File: config.mk
export PLATFORM = sky130hd
export DESIGN_NAME = msrv32_pipe_ctrl
export DESIGN_NICKNAME = d
export VERILOG_FILES = /design/src/rtl/msrv32_pkg.sv /design/src/rtl/msrv32_wait_timer.sv /design/src/rtl/msrv32_pipe_ctrl.sv
export SDC_FILE = /design/constraint.sdc
export NUM_CORES = 1
export LEC_CHECK = 0
export BUFFER_PORTS_ARGS = -buffer_cell sky130_fd_sc_hd__buf_4
export CAP_MARGIN = 25
export CORE_AREA = 2 2 39 41
export CTS_CLUSTER_DIAMETER = 150
export DETAILED_ROUTE_END_ITERATION = 10
export DIE_AREA = 0 0 41 43
export HOLD_SLACK_MARGIN = 0.12
export MAX_ROUTING_LAYER = met4
export SLEW_MARGIN = 20
export SYNTH_ARGS = -nofsm -noshare
export SYNTH_HDL_FRONTEND = slang
export SYNTH_SLANG_ARGS = --single-unit
File: constraint.sdc
create_clock -name clk_in -period 1.2 [get_ports clk_in]
set_input_delay 0 -clock clk_in [delete_from_list [all_inputs] [get_ports clk_in]]
set_output_delay 0 -clock clk_in [all_outputs]
set_load 0.02 [all_outputs]
File: src/rtl/msrv32_pkg.sv
// Shared encodings for the msrv32 pipeline sequencing controller.
package msrv32_pkg;

    typedef logic [1:0] state_t;

    localparam state_t ST_RUN      = 2'd0;
    localparam state_t ST_MEM_WAIT = 2'd1;
    localparam state_t ST_FLUSH    = 2'd2;

    localparam int FLUSH_CYCLES_MAX = 15;
    localparam int CNT_W            = 4;

endpackage

File: src/rtl/msrv32_wait_timer.sv
// Counts consecutive data-memory wait cycles and flags when the count saturates.
// Present only when MSRV32_MEM_TIMEOUT_EN is defined.
`ifdef MSRV32_MEM_TIMEOUT_EN
module msrv32_wait_timer #(
    parameter int TIMEOUT_W = 8
) (
    input  logic clk_in,
    input  logic clear,
    input  logic enable,
    output logic expire
);

    logic [TIMEOUT_W-1:0] count_q;

    assign expire = &count_q;

    always_ff @(posedge clk_in) begin
        if (clear)
            count_q <= '0;
        else if (enable && !expire)
            count_q <= count_q + 1'b1;
    end

endmodule
`endif

File: src/rtl/msrv32_pipe_ctrl.sv
// Stall/flush sequencing for the msrv32 pipeline: branches, traps, dmem waits, load-use.
// Optional memory-wait timeout enabled by defining MSRV32_MEM_TIMEOUT_EN.
module msrv32_pipe_ctrl
    import msrv32_pkg::*;
#(
    parameter int FLUSH_CYCLES = 1,
    parameter int TIMEOUT_W    = 8
) (
    input  logic       clk_in,
    input  logic       reset_in,
    input  logic       branch_taken_in,
    input  logic       trap_taken_in,
    input  logic       dmem_req_in,
    input  logic       dmem_ready_in,
    input  logic       imem_ready_in,
    input  logic       load_use_in,
    output logic       pc_en_out,
    output logic       reg1_en_out,
    output logic       reg1_flush_out,
    output logic       reg2_en_out,
    output logic       reg2_flush_out,
    output logic       trap_ack_out,
    output logic [1:0] state_out,
    output logic       mem_timeout_out
);

    if (FLUSH_CYCLES < 1 || FLUSH_CYCLES > FLUSH_CYCLES_MAX) begin : g_bad_flush_cycles
        $error("FLUSH_CYCLES out of range 1..15");
    end
    if (TIMEOUT_W < 1) begin : g_bad_timeout_w
        $error("TIMEOUT_W must be at least 1");
    end

    localparam logic [CNT_W-1:0] CNT_RELOAD  = CNT_W'(FLUSH_CYCLES - 1);
    localparam logic             MULTI_FLUSH = (FLUSH_CYCLES > 1);

    state_t             state_q, state_d;
    logic [CNT_W-1:0]   cnt_q, cnt_d;
    logic               trap_pend_q, trap_pend_d;
    logic               trap_req, redir, timer_expire;

    assign state_out = state_q;
    assign trap_req  = trap_taken_in | trap_pend_q;
    assign redir     = trap_req | branch_taken_in;

`ifdef MSRV32_MEM_TIMEOUT_EN
    msrv32_wait_timer #(.TIMEOUT_W(TIMEOUT_W)) u_wait_timer (
        .clk_in (clk_in),
        .clear  (!reset_in || state_q != ST_MEM_WAIT),
        .enable (state_q == ST_MEM_WAIT),
        .expire (timer_expire)
    );
`else
    assign timer_expire = 1'b0;
`endif

    always_comb begin
        pc_en_out       = 1'b0;
        reg1_en_out     = 1'b0;
        reg1_flush_out  = 1'b0;
        reg2_en_out     = 1'b0;
        reg2_flush_out  = 1'b0;
        trap_ack_out    = 1'b0;
        mem_timeout_out = 1'b0;
        state_d         = state_q;
        cnt_d           = cnt_q;
        trap_pend_d     = trap_pend_q;

        case (state_q)
            ST_RUN: begin
                if (redir) begin
                    pc_en_out      = 1'b1;
                    reg1_en_out    = 1'b1;
                    reg1_flush_out = 1'b1;
                    reg2_en_out    = 1'b1;
                    reg2_flush_out = 1'b1;
                    trap_ack_out   = trap_req;
                    trap_pend_d    = 1'b0;
                    cnt_d          = CNT_RELOAD;
                    state_d        = MULTI_FLUSH ? ST_FLUSH : ST_RUN;
                end else if (dmem_req_in && !dmem_ready_in) begin
                    state_d = ST_MEM_WAIT;
                end else if (load_use_in) begin
                    reg2_en_out    = 1'b1;
                    reg2_flush_out = 1'b1;
                end else if (!imem_ready_in) begin
                    reg1_en_out    = 1'b1;
                    reg1_flush_out = 1'b1;
                    reg2_en_out    = 1'b1;
                end else begin
                    pc_en_out   = 1'b1;
                    reg1_en_out = 1'b1;
                    reg2_en_out = 1'b1;
                end
            end
            // Branches are dropped while frozen; a trap is remembered for the next RUN cycle.
            ST_MEM_WAIT: begin
                if (trap_taken_in)
                    trap_pend_d = 1'b1;
                if (dmem_ready_in) begin
                    pc_en_out   = 1'b1;
                    reg1_en_out = 1'b1;
                    reg2_en_out = 1'b1;
                    state_d     = ST_RUN;
                end else if (timer_expire) begin
                    mem_timeout_out = 1'b1;
                    cnt_d           = CNT_RELOAD;
                    state_d         = ST_FLUSH;
                end
            end
            ST_FLUSH: begin
                reg1_en_out    = 1'b1;
                reg1_flush_out = 1'b1;
                reg2_en_out    = 1'b1;
                reg2_flush_out = 1'b1;
                if (redir) begin
                    pc_en_out    = 1'b1;
                    trap_ack_out = trap_req;
                    trap_pend_d  = 1'b0;
                    cnt_d        = CNT_RELOAD;
                    state_d      = MULTI_FLUSH ? ST_FLUSH : ST_RUN;
                end else begin
                    pc_en_out = imem_ready_in;
                    if (cnt_q <= CNT_W'(1)) begin
                        cnt_d   = '0;
                        state_d = ST_RUN;
                    end else begin
                        cnt_d = cnt_q - 1'b1;
                    end
                end
            end
            default: begin
                cnt_d       = '0;
                trap_pend_d = 1'b0;
                state_d     = ST_RUN;
            end
        endcase

        // Reset holds the front end and keeps NOPs flowing into both stages.
        if (!reset_in) begin
            pc_en_out       = 1'b0;
            reg1_en_out     = 1'b1;
            reg1_flush_out  = 1'b1;
            reg2_en_out     = 1'b1;
            reg2_flush_out  = 1'b1;
            trap_ack_out    = 1'b0;
            mem_timeout_out = 1'b0;
        end
    end

    always_ff @(posedge clk_in) begin
        if (!reset_in) begin
            state_q     <= ST_RUN;
            cnt_q       <= '0;
            trap_pend_q <= 1'b0;
        end else begin
            state_q     <= state_d;
            cnt_q       <= cnt_d;
            trap_pend_q <= trap_pend_d;
        end
    end

endmodule

======== Yosys cells after proc, flatten, opt, wreduce, memory -nomap -nowiden ========
Cells that the tools add are included.
word-level totals
  bits of input ports ..................... 8
  word-level logic and storage cells ...... 67
  register bits ........................... 7
  output and inout port bits .............. 9
operators by class
  bitwise logic cells ..................... 3
  add/sub/neg operators ................... 1
  order comparisons ....................... 1
  reductions and logical operators ........ 7
  eq/ne operators ......................... 8
  mux-type cells .......................... 44
operators with widths
  operator                                             count
  2-to-1 mux 1 bit                                     28
  2-to-1 mux 4 bit                                     3
  case mux 4 bit (3 select lines)                      1
  2-to-1 mux 2 bit                                     5
  case mux 1 bit (3 select lines)                      3
  != test 2 bit, second input constant                 3
  != test 3 bit, second input constant                 2
  case mux 1 bit (2 select lines)                      3
  case mux 2 bit (3 select lines)                      1
  <= comparator 4 x 1 -> 1 bit, second input constant  1
  AND reduction 2 bit                                  2
  subtractor 4 x 1 -> 4 bit, second input constant     1
  AND reduction 3 bit                                  1
  == test 2 x 1 -> 1 bit, second input constant        1
  == test 2 bit, second input constant                 1
  logical NOT 2 bit                                    1
  != test 2 x 1 -> 1 bit, second input constant        1
  bitwise OR 1 bit                                     2
  OR reduction 2 bit                                   1
  logical AND 1 bit                                    1
  logical NOT 1 bit                                    1
  NOT 1 bit                                            1

======== Depth between registers and ports, before layout ========
Gate-level depths: netlist of run 1.
  word-level depth ........................ 6
  mapped depth ............................ 3
  depth with buffers taken out ............ 3

======== Least setup slack after synthesis of run 1 ========
No wires, ideal clock.
  path kind ............................... reg2out
  start ................................... register trap_pend_q
  end ..................................... output port reg1_en_out
  path slack .............................. 0.154 ns
  data arrival time ....................... 1.046 ns
  stages on the path, launching flop included .. 4
  buffers on the path ..................... 0
  data required time ...................... 1.200 ns
  cells stage by stage .................... dfxtp_1 or3_4 a211oi_2 o21ai_1
between the ends
  word-level cells in the longest chain between the ends .. 5
RTL lines
  item                             line                     source
  start, declared                  msrv32_pipe_ctrl.sv:39   logic trap_pend_q, trap_pend_d;
  start signal, assigned           msrv32_pipe_ctrl.sv:159  trap_pend_q <= trap_pend_d;
  bitwise OR 1 bit                 msrv32_pipe_ctrl.sv:43   assign trap_req = trap_taken_in | trap_pend_q;
  bitwise OR 1 bit                 msrv32_pipe_ctrl.sv:44   assign redir = trap_req | branch_taken_in;
  2-to-1 mux 1 bit                 msrv32_pipe_ctrl.sv:71   if (redir) begin
  case mux 1 bit (3 select lines)  msrv32_pipe_ctrl.sv:69   case (state_q)
  2-to-1 mux 1 bit                 msrv32_pipe_ctrl.sv:140  if (!reset_in) begin
  end, declared                    msrv32_pipe_ctrl.sv:18   output logic reg1_en_out,
Every way passes these cells.

======== Final worst setup path of run 1 ========
  start ................................... register trap_pend_q
  end ..................................... output port reg2_en_out
between the ends
  word-level cells in the longest chain between the ends .. 5
RTL lines
  item                             line                     source
  bitwise OR 1 bit                 msrv32_pipe_ctrl.sv:43
  bitwise OR 1 bit                 msrv32_pipe_ctrl.sv:44
  2-to-1 mux 1 bit                 msrv32_pipe_ctrl.sv:71
  case mux 1 bit (3 select lines)  msrv32_pipe_ctrl.sv:69
  2-to-1 mux 1 bit                 msrv32_pipe_ctrl.sv:140
  end, declared                    msrv32_pipe_ctrl.sv:20   output logic reg2_en_out,
Every way passes these cells.

==> results of run 1 <==
## flip-flops by register name, summed over array words and instances, names as in the netlist
| name | cells |
|---|---|
| state_out | 1 |
| trap_pend_q | 1 |
## synth_stat cells (all sizes together)
master and number:
a211oi 1, a31oi 1, nor3b 1, a21oi 3
o21ai 5, nand2b 1, dfxtp 2, or3b 1
or3 1, nor2 4, conb 1, inv 2
buf 3, nand3 1, nor3 1
## per-layer routing
metal	GRT usage, %	vias up	wire, um
met5	-	-	0
met4	4.000	0	0
met3	4.712	0	41
met2	12.50	11	302
met1	10.86	121	263
li1	-	131	-
## cell families after synthesis
logic type,Yosys count,synth area share (%)
AO/OA/AOI/OAI,10,29.93
buffers and inverters,5,15.29
flip-flops,2,20.38
other,1,1.909
AND/OR/NAND/NOR,10,32.48
## layout make-up
type	instances	area share (%)
sequential	2	11.04
timing repair buffer	18	37.99
inverter	2	1.948
clock buffer	3	5.844
multi-input combinational	22	37.99
tap	16	5.195
## worst paths after layout
| check | start | to | slack, ns | cells past startpoint |
|---|---|---|---|---|
| max | trap_pend_q | reg2_en_out | -0.09 | 4 |
| min | dmem_req_in | state_out[0] | 0.17 | 3 |
| max reg2reg | trap_pend_q | state_out[0] | 0.38 | 3 |
| min reg2reg | state_out[0] | trap_pend_q | 0.55 | 2 |
## worst register-to-register path, stage by stage, from the launching register on
cell and delay [ns]:
dfxtp_2 0.32, nor3_4 0.14, a21oi_2 0.09, nor3b_1 0.18
## power groups by stage
stage          Sequential, uW  Combinational (uW)  Clock, uW
6_report                 70.1                 104        146
5_1_grt                  70.4                 114        156
4_1_cts                  69.8                 100        156
3_5_place_dp             70.5                86.5          0
3_3_place_gp             70.6                85.8          0
2_1_floorplan            70.2                49.2          0
## per-stage QoR
| step | instances | TNS (ns) |
|---|---|---|
| floorplan | 29 | 0 |
| global placement | 56 | 0 |
| detailed placement | 56 | 0 |
| CTS | 63 | -0.3335 |
| global route | 63 | -0.4516 |
| finish | 63 | -0.2515 |
## timing repair
action | CTS | global route
endpoints found under the hold margin | 2 | 0
hold buffers | 3 | 0
setup endpoints to repair | 4 | 5
setup buffers | 1 | 0
pin swaps | 5 | 1
gates resized for setup | 4 | 4
==> flow_metrics.env, run 1 <==
export IMPL_status="finished with violations"
export IMPL_violations="setup timing"
export IMPL_clock_skew_ns=0.003678
export IMPL_antenna_found_initial=0
export IMPL_nets=57
export IMPL_rsz0062_at_grt="true"
export IMPL_portBuffers=14
export IMPL_ant_nets=0
export IMPL_num_antenna_cells=0
export IMPL_maxCapViolations=0
export IMPL_n_fill_cell=153
export IMPL_final_max_slew_viol_count=0
export IMPL_place_ws_ns=0.06468
export IMPL_fin_util_pct=27.85
export IMPL_drc=0
export IMPL_wl_um=607
export IMPL_fin_crit_sh_pct=107.5
export IMPL_setup_viol=4
export IMPL_rows=14
export IMPL_crit_type="register to output pin"
export IMPL_p_sw_uw=90.04
export IMPL_io_pins=17
export IMPL_seqCellArea_um2=42.54
export IMPL_cp_required_ns=1.20
export IMPL_grt_pass1_wl_mm=1.069
export IMPL_grtUsageTotal_pct=9.138
export IMPL_p_int_uw=230.5
export IMPL_firstDrtPassIters=4
export IMPL_viasPerCell=4.175
export IMPL_via_count=263
export IMPL_seqPwrFrac_pct=21.9
export IMPL_cts_htree_levels=1
export IMPL_cpPeakStageDelay_ns=0.38
export IMPL_p_leak_uw=0.0001640
export IMPL_critPathLaunchType="register"
export IMPL_grt_pass1_vias=279
export IMPL_grt_max_degree=8
export IMPL_place_congestion=0.7894
export IMPL_p_comb_share_pct=32.5
export IMPL_place_area_um2=302.8
export IMPL_power_density_nw_per_um2=831.8
export IMPL_stdcell_area_um2=385.4
export IMPL_ys_warn_count=0
export IMPL_routedWlPerCell_um=9.635
export IMPL_dieArea_um2=1763
export IMPL_netlist_area_leader_share_pct=20.38
export IMPL_worst_setup_path_end_kind="output pin"
export IMPL_hold_ws_ns=0.1657
export IMPL_clock_sinks=2
export IMPL_clockPowerShare_pct=45.7
export IMPL_peakVddDrop_mv=0.3909
export IMPL_drt_iter0_drc=1
export IMPL_gr_total_overflow=0
export IMPL_final_common_cell="buf_4"
export IMPL_yosysUniqueCellTypes=16
export IMPL_clkTransAtPathRegs_ns=0.03
export IMPL_numCtsBuffers=3
export IMPL_timing_hold_violations_final=0
export IMPL_core_area_um2=1384
export IMPL_die_w_um=41
export IMPL_multiInputGateArea_um2=146.4
export IMPL_ys_ff_latch=2
export IMPL_total_power_uw=320.5
export IMPL_final_cell_mix="buf_4 (14), nor2_1 (4), o21ai_0 (3), clkbuf_4 (3), dlygate4sd3_1 (3)"
export IMPL_critical_path_cell_chain="nor3_4 > a21oi_2 > or3b_4 > buf_6"
export IMPL_seq_area_frac_synth_pct=20.38
export IMPL_cts_buffer_depth=2
export IMPL_min_path_type="input pin to register"
export IMPL_root_buffer="clkbuf_4"
export IMPL_syn_cell_area_um2=196.4
export IMPL_slowest_stage="or3b_4"
export IMPL_syn_inst=28
export IMPL_insertion_delay_ns=0.22
export IMPL_switching_share_pct=28.09
export IMPL_postSynthAreaPerCell_um2=7.016
export IMPL_path_delay_family="simple AND/OR/NAND/NOR gates"
export IMPL_layout_setup_ws_ns=-0.08947
export IMPL_path_max_fanout=3
export IMPL_synth_area_leader_cell="dfxtp_1"
export IMPL_area_growth_pct=96.18
export IMPL_cp_arrival_ns=1.29
export IMPL_drive_gt1_share_pct=55.32
export IMPL_cts_tree="done"
export IMPL_worst_path_buf_inv=1
export IMPL_yosys_top_cells_area="dfxtp_1 (20%), buf_4 (11%), o21ai_0 (10%), a21oi_1 (7.6%), nor2_1 (7.6%)"
export IMPL_max_freq_ghz=0.7755
export IMPL_fp_dieH_um=43
export IMPL_start_util_pct=14.20
export IMPL_dpl_hpwl_um=416
export IMPL_fin_crit_ns=1.289
Power figures use the tool's default switching activity.
==> inputs of run 2 (changes only) <==
Settings changed: PLACE_DENSITY from default to 0.46, REMOVE_ABC_BUFFERS from default to 1.
Clock period 1.2 ns to 1 ns, I/O delays scaled along.
==> flow_metrics.env, run 2 (synthesized netlist as in run 1, its figures left out) <==
export IMPL_status="finished with violations"
export IMPL_violations="setup timing"
export IMPL_multiInputGateArea_um2=148.9
export IMPL_wl_um=642
export IMPL_rows=14
export IMPL_max_freq_ghz=0.7869
export IMPL_fin_crit_sh_pct=127.1
export IMPL_routedWlPerCell_um=9.727
export IMPL_io_pins=17
export IMPL_crit_type="register to output pin"
export IMPL_critical_path_cell_chain="nor3_4 > a21oi_2 > or3b_1 > buf_6"
export IMPL_min_path_type="input pin to register"
export IMPL_power_density_nw_per_um2=974.5
export IMPL_dieArea_um2=1763
export IMPL_start_util_pct=14.20
export IMPL_drive_gt1_share_pct=62.00
export IMPL_path_delay_family="simple AND/OR/NAND/NOR gates"
export IMPL_total_power_uw=401.2
export IMPL_maxCapViolations=0
export IMPL_antenna_found_initial=0
export IMPL_drc=0
export IMPL_num_antenna_cells=0
export IMPL_peakVddDrop_mv=0.3656
export IMPL_seqCellArea_um2=42.54
export IMPL_place_ws_ns=-0.1404
export IMPL_cts_buffer_depth=2
export IMPL_critPathLaunchType="register"
export IMPL_grtUsageTotal_pct=8.923
export IMPL_final_max_slew_viol_count=0
export IMPL_path_max_fanout=3
export IMPL_slowest_stage="or3b_1"
export IMPL_place_congestion=0.7330
export IMPL_dpl_hpwl_um=450
export IMPL_grt_pass1_vias=271
export IMPL_fp_dieH_um=43
export IMPL_firstDrtPassIters=4
export IMPL_nets=60
export IMPL_cts_htree_levels=1
export IMPL_ant_nets=0
export IMPL_worst_setup_path_end_kind="output pin"
export IMPL_grt_pass1_wl_um=972
export IMPL_area_growth_pct=109.6
export IMPL_numCtsBuffers=3
export IMPL_cp_required_ns=1.00
export IMPL_layout_setup_ws_ns=-0.2708
export IMPL_viasPerCell=4.106
export IMPL_cpPeakStageDelay_ns=0.37
export IMPL_timing_hold_violations_final=0
export IMPL_portBuffers=14
export IMPL_hold_ws_ns=0.1309
export IMPL_clkTransAtPathRegs_ns=0.03
export IMPL_final_common_cell="buf_4"
export IMPL_die_w_um=41
export IMPL_cp_arrival_ns=1.27
export IMPL_gr_total_overflow=0
export IMPL_insertion_delay_ns=0.23
export IMPL_n_fill_cell=154
export IMPL_p_leak_uw=0.0001806
export IMPL_root_buffer="clkbuf_4"
export IMPL_setup_viol=7
export IMPL_core_area_um2=1384
export IMPL_fin_crit_ns=1.271
export IMPL_via_count=271
export IMPL_clock_skew_ns=0.006766
export IMPL_grt_max_degree=7
export IMPL_rsz0062_at_grt="true"
export IMPL_drt_iter0_drc=4
export IMPL_clock_sinks=2
export IMPL_cts_tree="done"
export IMPL_worst_path_buf_inv=1
export IMPL_final_cell_mix="buf_4 (17), o21ai_1 (4), nor2_1 (4)"
export IMPL_fin_util_pct=29.75
run 2: path summary, 6_finish.rpt:
kind	start	endpoint	slack, ns	depth (start not counted)
hold / removal	trap_taken_in	trap_pend_q	0.13	3
hold reg to reg	state_out[0]	trap_pend_q	0.59	3
setup reg to reg	trap_pend_q	state_out[0]	-0.01	5
setup / recovery	trap_pend_q	reg2_en_out	-0.27	4
run 2: layer usage:
layer | wire (um) | track usage, % | vias up
li1 | - | - | 138
met1 | 246 | 8.280 | 125
met2 | 365 | 14.37 | 8
met3 | 30 | 1.571 | 0
met4 | 0 | 8.000 | 0
met5 | 0 | - | -
run 2: layout make-up:
cell class	instances	share of cell area [%]
inverter	2	1.824
timing repair buffer	21	41.34
clock buffer	3	5.471
sequential	2	10.33
tap	16	4.863
multi-input combinational	22	36.17
run 2: report_power, final:
group          switching, uW  internal [uW]
Sequential              1.73           81.9
Combinational           65.2           67.3
Clock                   52.0            133
run 2: timing repair:
action	4_1_cts	5_1_grt
hold endpoints to repair	2	0
hold buffers	2	0
cloned	0	0
setup endpoints to repair	6	7
buffers inserted	2	0
gates resized for setup	9	3
pin swaps	6	1
run 2: metrics by stage:
step           cells  setup TNS (ns)  instance area, um^2
6_report          66          -1.120                411.6
5_1_grt           66          -1.371                411.6
4_1_cts           66          -1.174                397.9
3_5_place_dp      59         -0.4325                325.3
3_3_place_gp      59         -0.4113                325.3
2_1_floorplan     26         -0.1506                177.7
run 2: worst register-to-register path: stages, from the launching register on:
cell and delay [ns]:
dfxtp_2 0.32, nor3_4 0.13, a21oi_2 0.08, buf_4 0.14
buf_6 0.10, nor3b_2 0.16
